### src/rtl/mmio_pkg.sv
// Shared constants and helpers for the MMIO responder: register offsets, CTRL bit
// positions, the hex-to-seven-segment table and the bus lane/load helpers.
package mmio_pkg;

    localparam logic [2:0] OFF_LED    = 3'd0;
    localparam logic [2:0] OFF_SEG    = 3'd1;
    localparam logic [2:0] OFF_TCOUNT = 3'd2;
    localparam logic [2:0] OFF_TCMP   = 3'd3;
    localparam logic [2:0] OFF_CTRL   = 3'd4;

    localparam int CTRL_TIMER_EN = 0;
    localparam int CTRL_IRQ_EN   = 1;
    localparam int CTRL_PENDING  = 8;

    // Active-low segments {dp,g,f,e,d,c,b,a}; dp is always off.
    localparam logic [7:0] SEG_TABLE [16] = '{
        8'hC0, 8'hF9, 8'hA4, 8'hB0, 8'h99, 8'h92, 8'h82, 8'hF8,
        8'h80, 8'h90, 8'h88, 8'h83, 8'hC6, 8'hA1, 8'h86, 8'h8E
    };

    typedef struct packed {
        logic pending;
        logic irq_en;
        logic timer_en;
    } ctrl_t;

    function automatic logic [31:0] byte_mask(input logic [3:0] sel);
        return {{8{sel[3]}}, {8{sel[2]}}, {8{sel[1]}}, {8{sel[0]}}};
    endfunction

    function automatic logic [31:0] lane_merge(input logic [31:0] old_val,
                                               input logic [31:0] new_val,
                                               input logic [3:0]  sel);
        return (new_val & byte_mask(sel)) | (old_val & ~byte_mask(sel));
    endfunction

    // Lane-select driven alignment; irregular select patterns pass through masked.
    function automatic logic [31:0] format_load(input logic [31:0] raw,
                                                input logic [3:0]  sel,
                                                input logic        sext);
        case (sel)
            4'b0001: return {{24{sext & raw[7]}},  raw[7:0]};
            4'b0010: return {{24{sext & raw[15]}}, raw[15:8]};
            4'b0100: return {{24{sext & raw[23]}}, raw[23:16]};
            4'b1000: return {{24{sext & raw[31]}}, raw[31:24]};
            4'b0011: return {{16{sext & raw[15]}}, raw[15:0]};
            4'b1100: return {{16{sext & raw[31]}}, raw[31:16]};
            4'b1111: return raw;
            default: return raw & byte_mask(sel);
        endcase
    endfunction

endpackage

### src/rtl/seg_scan.sv
// Four-digit multiplexed seven-segment driver: a prescaler paces the digit index,
// and AN/digital are registered at each digit change.
module seg_scan
    import mmio_pkg::*;
#(
    parameter int                SCAN_W   = 16,
    parameter logic [SCAN_W-1:0] SCAN_DIV = 16'd50000
) (
    input  logic        clk,
    input  logic        reset,
    input  logic [15:0] seg,
    output logic [3:0]  AN,
    output logic [7:0]  digital
);

    localparam logic [SCAN_W-1:0] LAST = SCAN_DIV - 1'b1;

    logic [SCAN_W-1:0] presc_q;
    logic [1:0]        idx_q;
    logic              wrap;
    logic [3:0]        nibble;

    assign wrap   = (presc_q == LAST);
    assign nibble = seg[{idx_q, 2'b00} +: 4];

    // The current index is displayed on the wrap edge, so digit 0 appears SCAN_DIV
    // cycles after reset and a new SEG value is picked up without restarting the scan.
    always_ff @(posedge clk or negedge reset) begin
        if (!reset) begin
            presc_q <= '0;
            idx_q   <= 2'd0;
            AN      <= 4'b1111;
            digital <= 8'hFF;
        end else if (wrap) begin
            presc_q <= '0;
            idx_q   <= idx_q + 2'd1;
            AN      <= ~(4'b0001 << idx_q);
            digital <= SEG_TABLE[nibble];
        end else begin
            presc_q <= presc_q + 1'b1;
        end
    end

endmodule

### src/rtl/mmio_responder.sv
// MMIO target on the data-memory bus: LED, seven-segment and compare-timer registers
// in a 32-byte window, with registered, aligned and extended load responses.
module mmio_responder
    import mmio_pkg::*;
#(
    parameter logic [31:0]       MMIO_BASE = 32'hFFFF_0000,
    parameter int                SCAN_W    = 16,
    parameter logic [SCAN_W-1:0] SCAN_DIV  = 16'd50000
) (
    input  logic        clk,
    input  logic        reset,
    input  logic        MemRd,
    input  logic        MemWr,
    input  logic [31:0] addr,
    input  logic [31:0] wdata,
    input  logic [3:0]  mem_sel,
    input  logic        mem_sign_ext_flag,
    output logic        hit,
    output logic [31:0] ReadData,
    output logic        resp_valid,
    output logic [3:0]  AN,
    output logic [7:0]  digital,
    output logic [7:0]  led,
    output logic        inter
);

    logic [2:0]  off;
    logic        rd_en;
    logic        wr_en;
    logic        unused_addr_bits;

    logic [15:0] seg_q;
    logic [31:0] tcount_q;
    logic [31:0] tcount_d;
    logic [31:0] tcmp_q;
    ctrl_t       ctrl_q;

    logic [31:0] raw_rd;
    logic        match;
    logic        w1c;

    assign off              = addr[4:2];
    assign hit              = (addr[31:5] == MMIO_BASE[31:5]);
    assign rd_en            = MemRd & hit;
    assign wr_en            = MemWr & hit;
    assign unused_addr_bits = ^addr[1:0];

    always_comb begin
        raw_rd = 32'h0;
        case (off)
            OFF_LED:    raw_rd = {24'h0, led};
            OFF_SEG:    raw_rd = {16'h0, seg_q};
            OFF_TCOUNT: raw_rd = tcount_q;
            OFF_TCMP:   raw_rd = tcmp_q;
            OFF_CTRL:   raw_rd = {23'h0, ctrl_q.pending, 6'h0, ctrl_q.irq_en, ctrl_q.timer_en};
            default:    raw_rd = 32'h0;
        endcase
    end

    // Bus write wins over the free-running increment; unselected bytes keep their value.
    always_comb begin
        tcount_d = tcount_q;
        if (ctrl_q.timer_en) begin
            tcount_d = tcount_q + 32'd1;
        end
        if (wr_en && (off == OFF_TCOUNT)) begin
            tcount_d = lane_merge(tcount_q, wdata, mem_sel);
        end
    end

    assign match = ctrl_q.timer_en && (tcount_q == tcmp_q);
    assign w1c   = wr_en && (off == OFF_CTRL) && mem_sel[1] && wdata[CTRL_PENDING];

    always_ff @(posedge clk or negedge reset) begin
        if (!reset) begin
            led      <= 8'h0;
            seg_q    <= 16'h0;
            tcount_q <= 32'h0;
            tcmp_q   <= 32'h0;
            ctrl_q   <= '0;
            inter    <= 1'b0;
        end else begin
            tcount_q <= tcount_d;
            // A same-cycle match overrides the clear so no timer event is lost.
            ctrl_q.pending <= match | (ctrl_q.pending & ~w1c);
            inter          <= ctrl_q.pending & ctrl_q.irq_en;
            if (wr_en && (off == OFF_LED) && mem_sel[0]) begin
                led <= wdata[7:0];
            end
            if (wr_en && (off == OFF_SEG)) begin
                if (mem_sel[0]) seg_q[7:0]  <= wdata[7:0];
                if (mem_sel[1]) seg_q[15:8] <= wdata[15:8];
            end
            if (wr_en && (off == OFF_TCMP)) begin
                tcmp_q <= lane_merge(tcmp_q, wdata, mem_sel);
            end
            if (wr_en && (off == OFF_CTRL) && mem_sel[0]) begin
                ctrl_q.timer_en <= wdata[CTRL_TIMER_EN];
                ctrl_q.irq_en   <= wdata[CTRL_IRQ_EN];
            end
        end
    end

    // resp_valid is a one-cycle pulse in the cycle after MemRd&hit, with no back-pressure;
    // ReadData carries the pre-write register value and holds until the next response.
    always_ff @(posedge clk or negedge reset) begin
        if (!reset) begin
            ReadData   <= 32'h0;
            resp_valid <= 1'b0;
        end else begin
            resp_valid <= rd_en;
            if (rd_en) begin
                ReadData <= format_load(raw_rd, mem_sel, mem_sign_ext_flag);
            end
        end
    end

    seg_scan #(
        .SCAN_W   (SCAN_W),
        .SCAN_DIV (SCAN_DIV)
    ) u_seg_scan (
        .clk     (clk),
        .reset   (reset),
        .seg     (seg_q),
        .AN      (AN),
        .digital (digital)
    );

endmodule

### config.mk
export PLATFORM = sky130hd
export DESIGN_NAME = mmio_responder
export DESIGN_NICKNAME = d
export VERILOG_FILES = /design/src/rtl/mmio_pkg.sv /design/src/rtl/seg_scan.sv /design/src/rtl/mmio_responder.sv
export SDC_FILE = /design/constraint.sdc
export NUM_CORES = 1
export LEC_CHECK = 0
export ABC_CLOCK_PERIOD_IN_PS = 2050
export BUFFER_PORTS_ARGS = -buffer_cell sky130_fd_sc_hd__buf_2
export CAP_MARGIN = 20
export CORE_MARGIN = 1
export CORE_UTILIZATION = 43
export CTS_CLUSTER_SIZE = 14
export DETAILED_ROUTE_END_ITERATION = 8
export PLACE_DENSITY_LB_ADDON = 0.2
export SLEW_MARGIN = 20
export SYNTH_ARGS = -nofsm -noshare
export SYNTH_HDL_FRONTEND = slang
export SYNTH_SLANG_ARGS = --single-unit
### constraint.sdc
create_clock -name clk -period 2.05 [get_ports clk]
set_input_delay 0.41 -clock clk [delete_from_list [all_inputs] [get_ports clk]]
set_output_delay 0.41 -clock clk [all_outputs]
set_load 0.005 [all_outputs]
Word level (Yosys, flattened, before mapping)
Memories as Yosys holds them, arrays and structs flattened. A register that Yosys moved wholly into a read port is not among the register bits.
Cells that the tools add are included.
Storage, ports and cells
  output and inout port bits: 55
  input port bits: 73
  memories kept: 1
  bits in read-only memories: 128
  word-level logic and storage cells: 73
  register bits after elaboration: 147
Memories
  (no name shown): depth 16, width 8, read ports 1, clocked after memory_dff 1, wr ports 0, line seg_scan.sv:38  | digital <= SEG_TABLE[nibble];
Cells by class
  add/subtract/negate cells: 3
  mux-type cells: 5
  shift operators: 2
  reduce and logical (&&, ||, !) cells: 15
  bitwise operators: 19
  equal/unequal tests: 14
Operators by type and width (count)
  case mux 32 bit (7 select lines): 1
  case mux 32 bit (5 select lines): 1
  AND 32 bit: 4
  two-way mux 32 bit: 2
  OR 32 bit: 2
  adder 32 x 1 -> 32 bit, second input constant: 1
  equality test 32 bit: 1
  NOT 32 bit: 1
  equality test 27 bit, second input constant: 1
  adder 16 x 1 -> 16 bit, second input constant: 1
  equality test 16 bit, second input constant: 1
  two-way mux 16 bit: 1
  indexed part select 16 x 5 -> 4 bit: 1
  equality test 4 bit, second input constant: 3
  logical AND 1 bit: 10
  AND 1 bit: 8
  equality test 4 x 2 -> 1 bit, second input constant: 2
  equality test 3 x 2 -> 1 bit, second input constant: 2
  NOT 4 -> 5 bit: 1
  equality test 4 x 1 -> 1 bit, second input constant: 1
  equality test 4 x 3 -> 1 bit, second input constant: 1
  NOT 4 bit: 1
  AND reduction 2 bit: 2
  << shifter 1 x 2 -> 4 bit, first input constant: 1
  8 further kinds: 8

Depth between registers and ports, before layout
  depth in word-level cells: 8
  gate-level depth with buffers: 9
  depth with buffers taken out: 7

Cells and area by module
From an unflattened synthesis, not the netlist that was laid out.
Second synthesis, totals
  cell total of the unflattened synthesis: 891
  area, all modules: 9122.5 um^2
Modules (own cells, without submodules)
  mmio_responder: instances 1, area each 7442.1 um^2, sequential area each 3128.0 um^2, cells an instance 733
  seg_scan: instances 1, area each 1680.4 um^2, sequential area each 739.5 um^2, cells an instance 158

Worst setup path after synthesis
Ideal clock, no wire load.
  path kind: input-to-reg
  from: in addr[14]
  to: reg (tool-made name)
  library setup time: 0.125 ns
  arrival: 2.341 ns
  slack: -0.416 ns
  buffers on the path: 1
  stages on the path: 7
  required time: 1.925 ns
  cells stage by stage: or4b_4 > nor4_4 > and3_1 > buf_6 > nand2_4 > nor3_4 > mux2_2
RTL lines
  start, declared: line mmio_responder.sv:14  | input logic [31:0] addr,

Worst setup path after layout
  from: in addr[12]
  to: out hit
Between the ends
  word-level cells in the longest chain between the ends: 1
Ends and longest elaborated chain
  equality test 27 bit: line mmio_responder.sv:43  | assign hit = (addr[31:5] == MMIO_BASE[31:5]);
  end, declared: line mmio_responder.sv:18  | output logic hit,
No other way between the ends.

==> key figures <==
Setup path
  • Most common cell on crit path: buf_6
  • CP delay by family, top: simple AND/OR/NAND/NOR gates
  • Max FO, Critical Path: 4
  • Worst path arrival time: 1.78 ns
  • Worst r2r dst: ReadData[24]
  • Worst-path cell chain: buf_6, or4_4, nor4_4, buf_4, and2_4, buf_6
  • Worst Path Class, Setup: input port to output pin
  • Critical Path Source: addr[12]
  • Setup crit start kind: input port
  • Slowest cell on the critical path: or4_4
  • WP buf/inv: 3
  • Crit. End Element: output pin
  • R2r worst-path depth: 7
  • CP required: 1.64 ns
  • CP max stage delay: 0.53 ns
  • Reg2reg setup slack: 0.07 ns

Drt
  • DRT antenna net count: 0
  • Post-Route WL: 28.3 mm
  • Via density per instance: 5.71
  • Remaining DRCs: 0
  • Drt initial violations: approximately 800
  • Wire per inst: between 20 and 25 µm
  • First drt pass iteration count: 6
  • DR vias: 7,987

Floorplanning
  • Ports: between 100 and 150
  • Die Area: 0.0206 mm²
  • Die Wd: 144 µm
  • Die Span Y: 144 µm
  • Num rows: 51
  • Core Area: 0.0195 mm²
  • Initial Util: between 40 and 50%

Global routing
  • Number of global-route vias before repair: 7,527
  • Initial antenna violation count: 0
  • Largest net degree at the start of global routing: between 60 and 70
  • GR Util All Layers: 28.0%
  • First-pass GRT wire length: 42.6 mm
  • Gr ovfl total: 0

STA
  • Slew Viols, Final: 0
  • Worst-margin pin slew: between 0.5 and 0.6 ns
  • Unrepaired setup endpoints after global routing: yes
  • Period minus WS final: 2.19 ns
  • Endpoints failing setup: 65
  • Hold Vio Cnt, Final: 0
  • Final worst slack: -0.142 ns
  • Hold_ws: 0.213 ns
  • Fmax: roughly 460 MHz
  • Rel. slew slack: 60.5%
  • Period utilization: 107%
  • Clk_skew: approximately 0.012 ns

Power
  • Clk pwr share: 52.1%
  • Worst VDD drop: 0.000577 V
  • Part of the power in registers: 42.1%
  • Internal: 5.61 mW
  • Part of the power in combinational logic: under 10%
  • Static leakage: 5.56 nW
  • Switching fraction of total power: 22.2%
  • Net Switching: 1.60 mW
  • PwrDens: between 600 and 700 mW/mm²

Clock network
  • Clock sinks: about 150
  • CTS Buf Count: 17
  • CTS tree: yes
  • CTS root buf: clkbuf_16
  • Clk Latency, worst-skew pair: 0.44 ns
  • Clk slew on worst S/H paths: 0.07 ns
  • Number of H-tree levels: 4
  • Clock Tree Buf Depth: 2

Synthesis
  • Top_reg_cell synth: dfrtp_1
  • Count leader, synth: dfrtp_1
  • Mapped Cells: a little under 900
  • Syn avg cell area: 9.87 µm²
  • YS warnings: 0
  • #FFs+latches synth: 154
  • Async SR Flop Fraction: 100%
  • Sequential-to-total area share from yosys stat: 44.9%
  • Synth area leader: dfrtp_1
  • Netlist area before placement: 0.00861 mm²
  • Netlist cell types: between 60 and 70
  • Syn_nets: 958
  • Largest cells by area after synthesis: dfrtp_1 42%, mux2_2 8.6%, nor2_1 4.5%
  • Area share of the largest cell type after synthesis: 41.5%
  • Post-synth top cells: 143 x dfrtp_1, 103 x nor2_1, 80 x nand2_1
  • EDFF count, synth: 0

Worst hold path
  • Hold_sp: wdata[27]
  • Hold depth: 2
  • Hold Path Class: input port to flip-flop

Finish
  • Layout area overhead: 37.7%
  • # fillers: 1,708
  • Antenna diodes: 0
  • NumNets Final: 1,205
  • Final cell count without fillers: 1,398
  • Layout cells sized above 1: 42.5%

Run status
  • Outcome: finished, violations left
  • Violated checks: setup timing

Placed design
  • Post-placement cell count: 1,349
  • Hpwl dp: 21.1 mm
  • IO buf count: between 100 and 150
  • GP Congestion: around 0.96

Job
  • Max Cap Viol: 0
[worst max path at each step]
stage | end | slack (ns) | cells after the start
2_1_floorplan | flip-flop | -0.36 | 7
3_3_place_gp | flip-flop | -0.60 | 9
3_5_place_dp | flip-flop | -0.64 | 9
4_1_cts | hit | -0.12 | 5
5_1_grt | hit | -0.16 | 6
6_report | hit | -0.14 | 6
[logic make-up (layout without fill, tap and decap cells)]
| kind of cell | count (synthesis) | count (layout) | share of synthesized area, % |
|---|---|---|---|
| mux | 100 | 100 | 14.0 |
| simple gates | 325 | 325 | 18.5 |
| flops | 154 | 154 | 44.9 |
| other cells | 1 | 1 | 0.0435 |
| fa+ha+maj | 12 | 12 | 1.74 |
| xor+xnor | 46 | 46 | 4.68 |
| buf+inv | 61 | 321 | 2.98 |
| compound gates | 174 | 174 | 13.1 |
[final cells by class]
| type | count | area [µm²] | area share, % |
|---|---|---|---|
| inverter | 13 | 48.8 | 0.411 |
| clock inverter | 15 | 270 | 2.28 |
| timing repair buffer | 276 | 2000 | 16.9 |
| sequential | 154 | 3870 | 32.6 |
| clock buffer | 17 | 425 | 3.59 |
| tap | 265 | 332 | 2.80 |
| multi-input combinational | 658 | 4910 | 41.4 |
[layer usage]
metal | global-route usage (%) | part of all wire [%]
met1 | 37.7 | 43
met2 | 44.6 | 47
met3 | 5.66 | 7.0
met4 | 9.97 | 2.7
met5 | 0 | 0
[power by group through the flow]
| stage | Clock (mW) | Sequential, mW | Combinational, mW |
|---|---|---|---|
| floorplan | 0 | 3.10 | 0.128 |
| CTS | 3.80 | 3.04 | 0.401 |
| global route | 3.91 | 3.04 | 0.446 |
| detailed placement | 0 | 3.10 | 0.394 |
| finish | 3.76 | 3.04 | 0.415 |
| global placement | 0 | 3.10 | 0.392 |
[metrics by stage]
stage	utilization (%)	cell area, µm²	setup slack, ns	power, mW	TNS (ns)
5_1_grt	60.7	11900	-0.162	7.39	-6.58
4_1_cts	58.4	11400	-0.121	7.24	-3.10
3_5_place_dp	54.2	10600	-0.636	3.49	-54.42
2_1_floorplan	-	8700	-0.364	3.22	-21.10
6_report	60.7	11900	-0.142	7.22	-3.61
3_3_place_gp	54.2	10600	-0.600	3.49	-52.40
[cell usage in the layout (no fill, tap or decap), types with 19 or more instances in the layout]
cell       synthesis  layout
mux2_2            66      50
buf_4              2     124
mux2i_1           24      24
dfrtp_1          143     141
a21oi_2            0      23
o21ai_0           35      33
xor2_1            24      24
xnor2_1           22      22
clkbuf_16          0      19
nand3_1           36      33
buf_2             10     121
nand4_1           21      21
a21oi_1           63      40
nand2_1           80      77
nor2_1           103      95
[repair_timing]
action,4_1_cts,5_1_grt
setup endpoints to repair,65,123
pin swaps,13,22
hold buffers,1,0
cloned,0,3
gates resized for setup,29,73
buffers inserted,5,13
hold endpoints to repair,6,0
(Power assumes the default switching activity.)
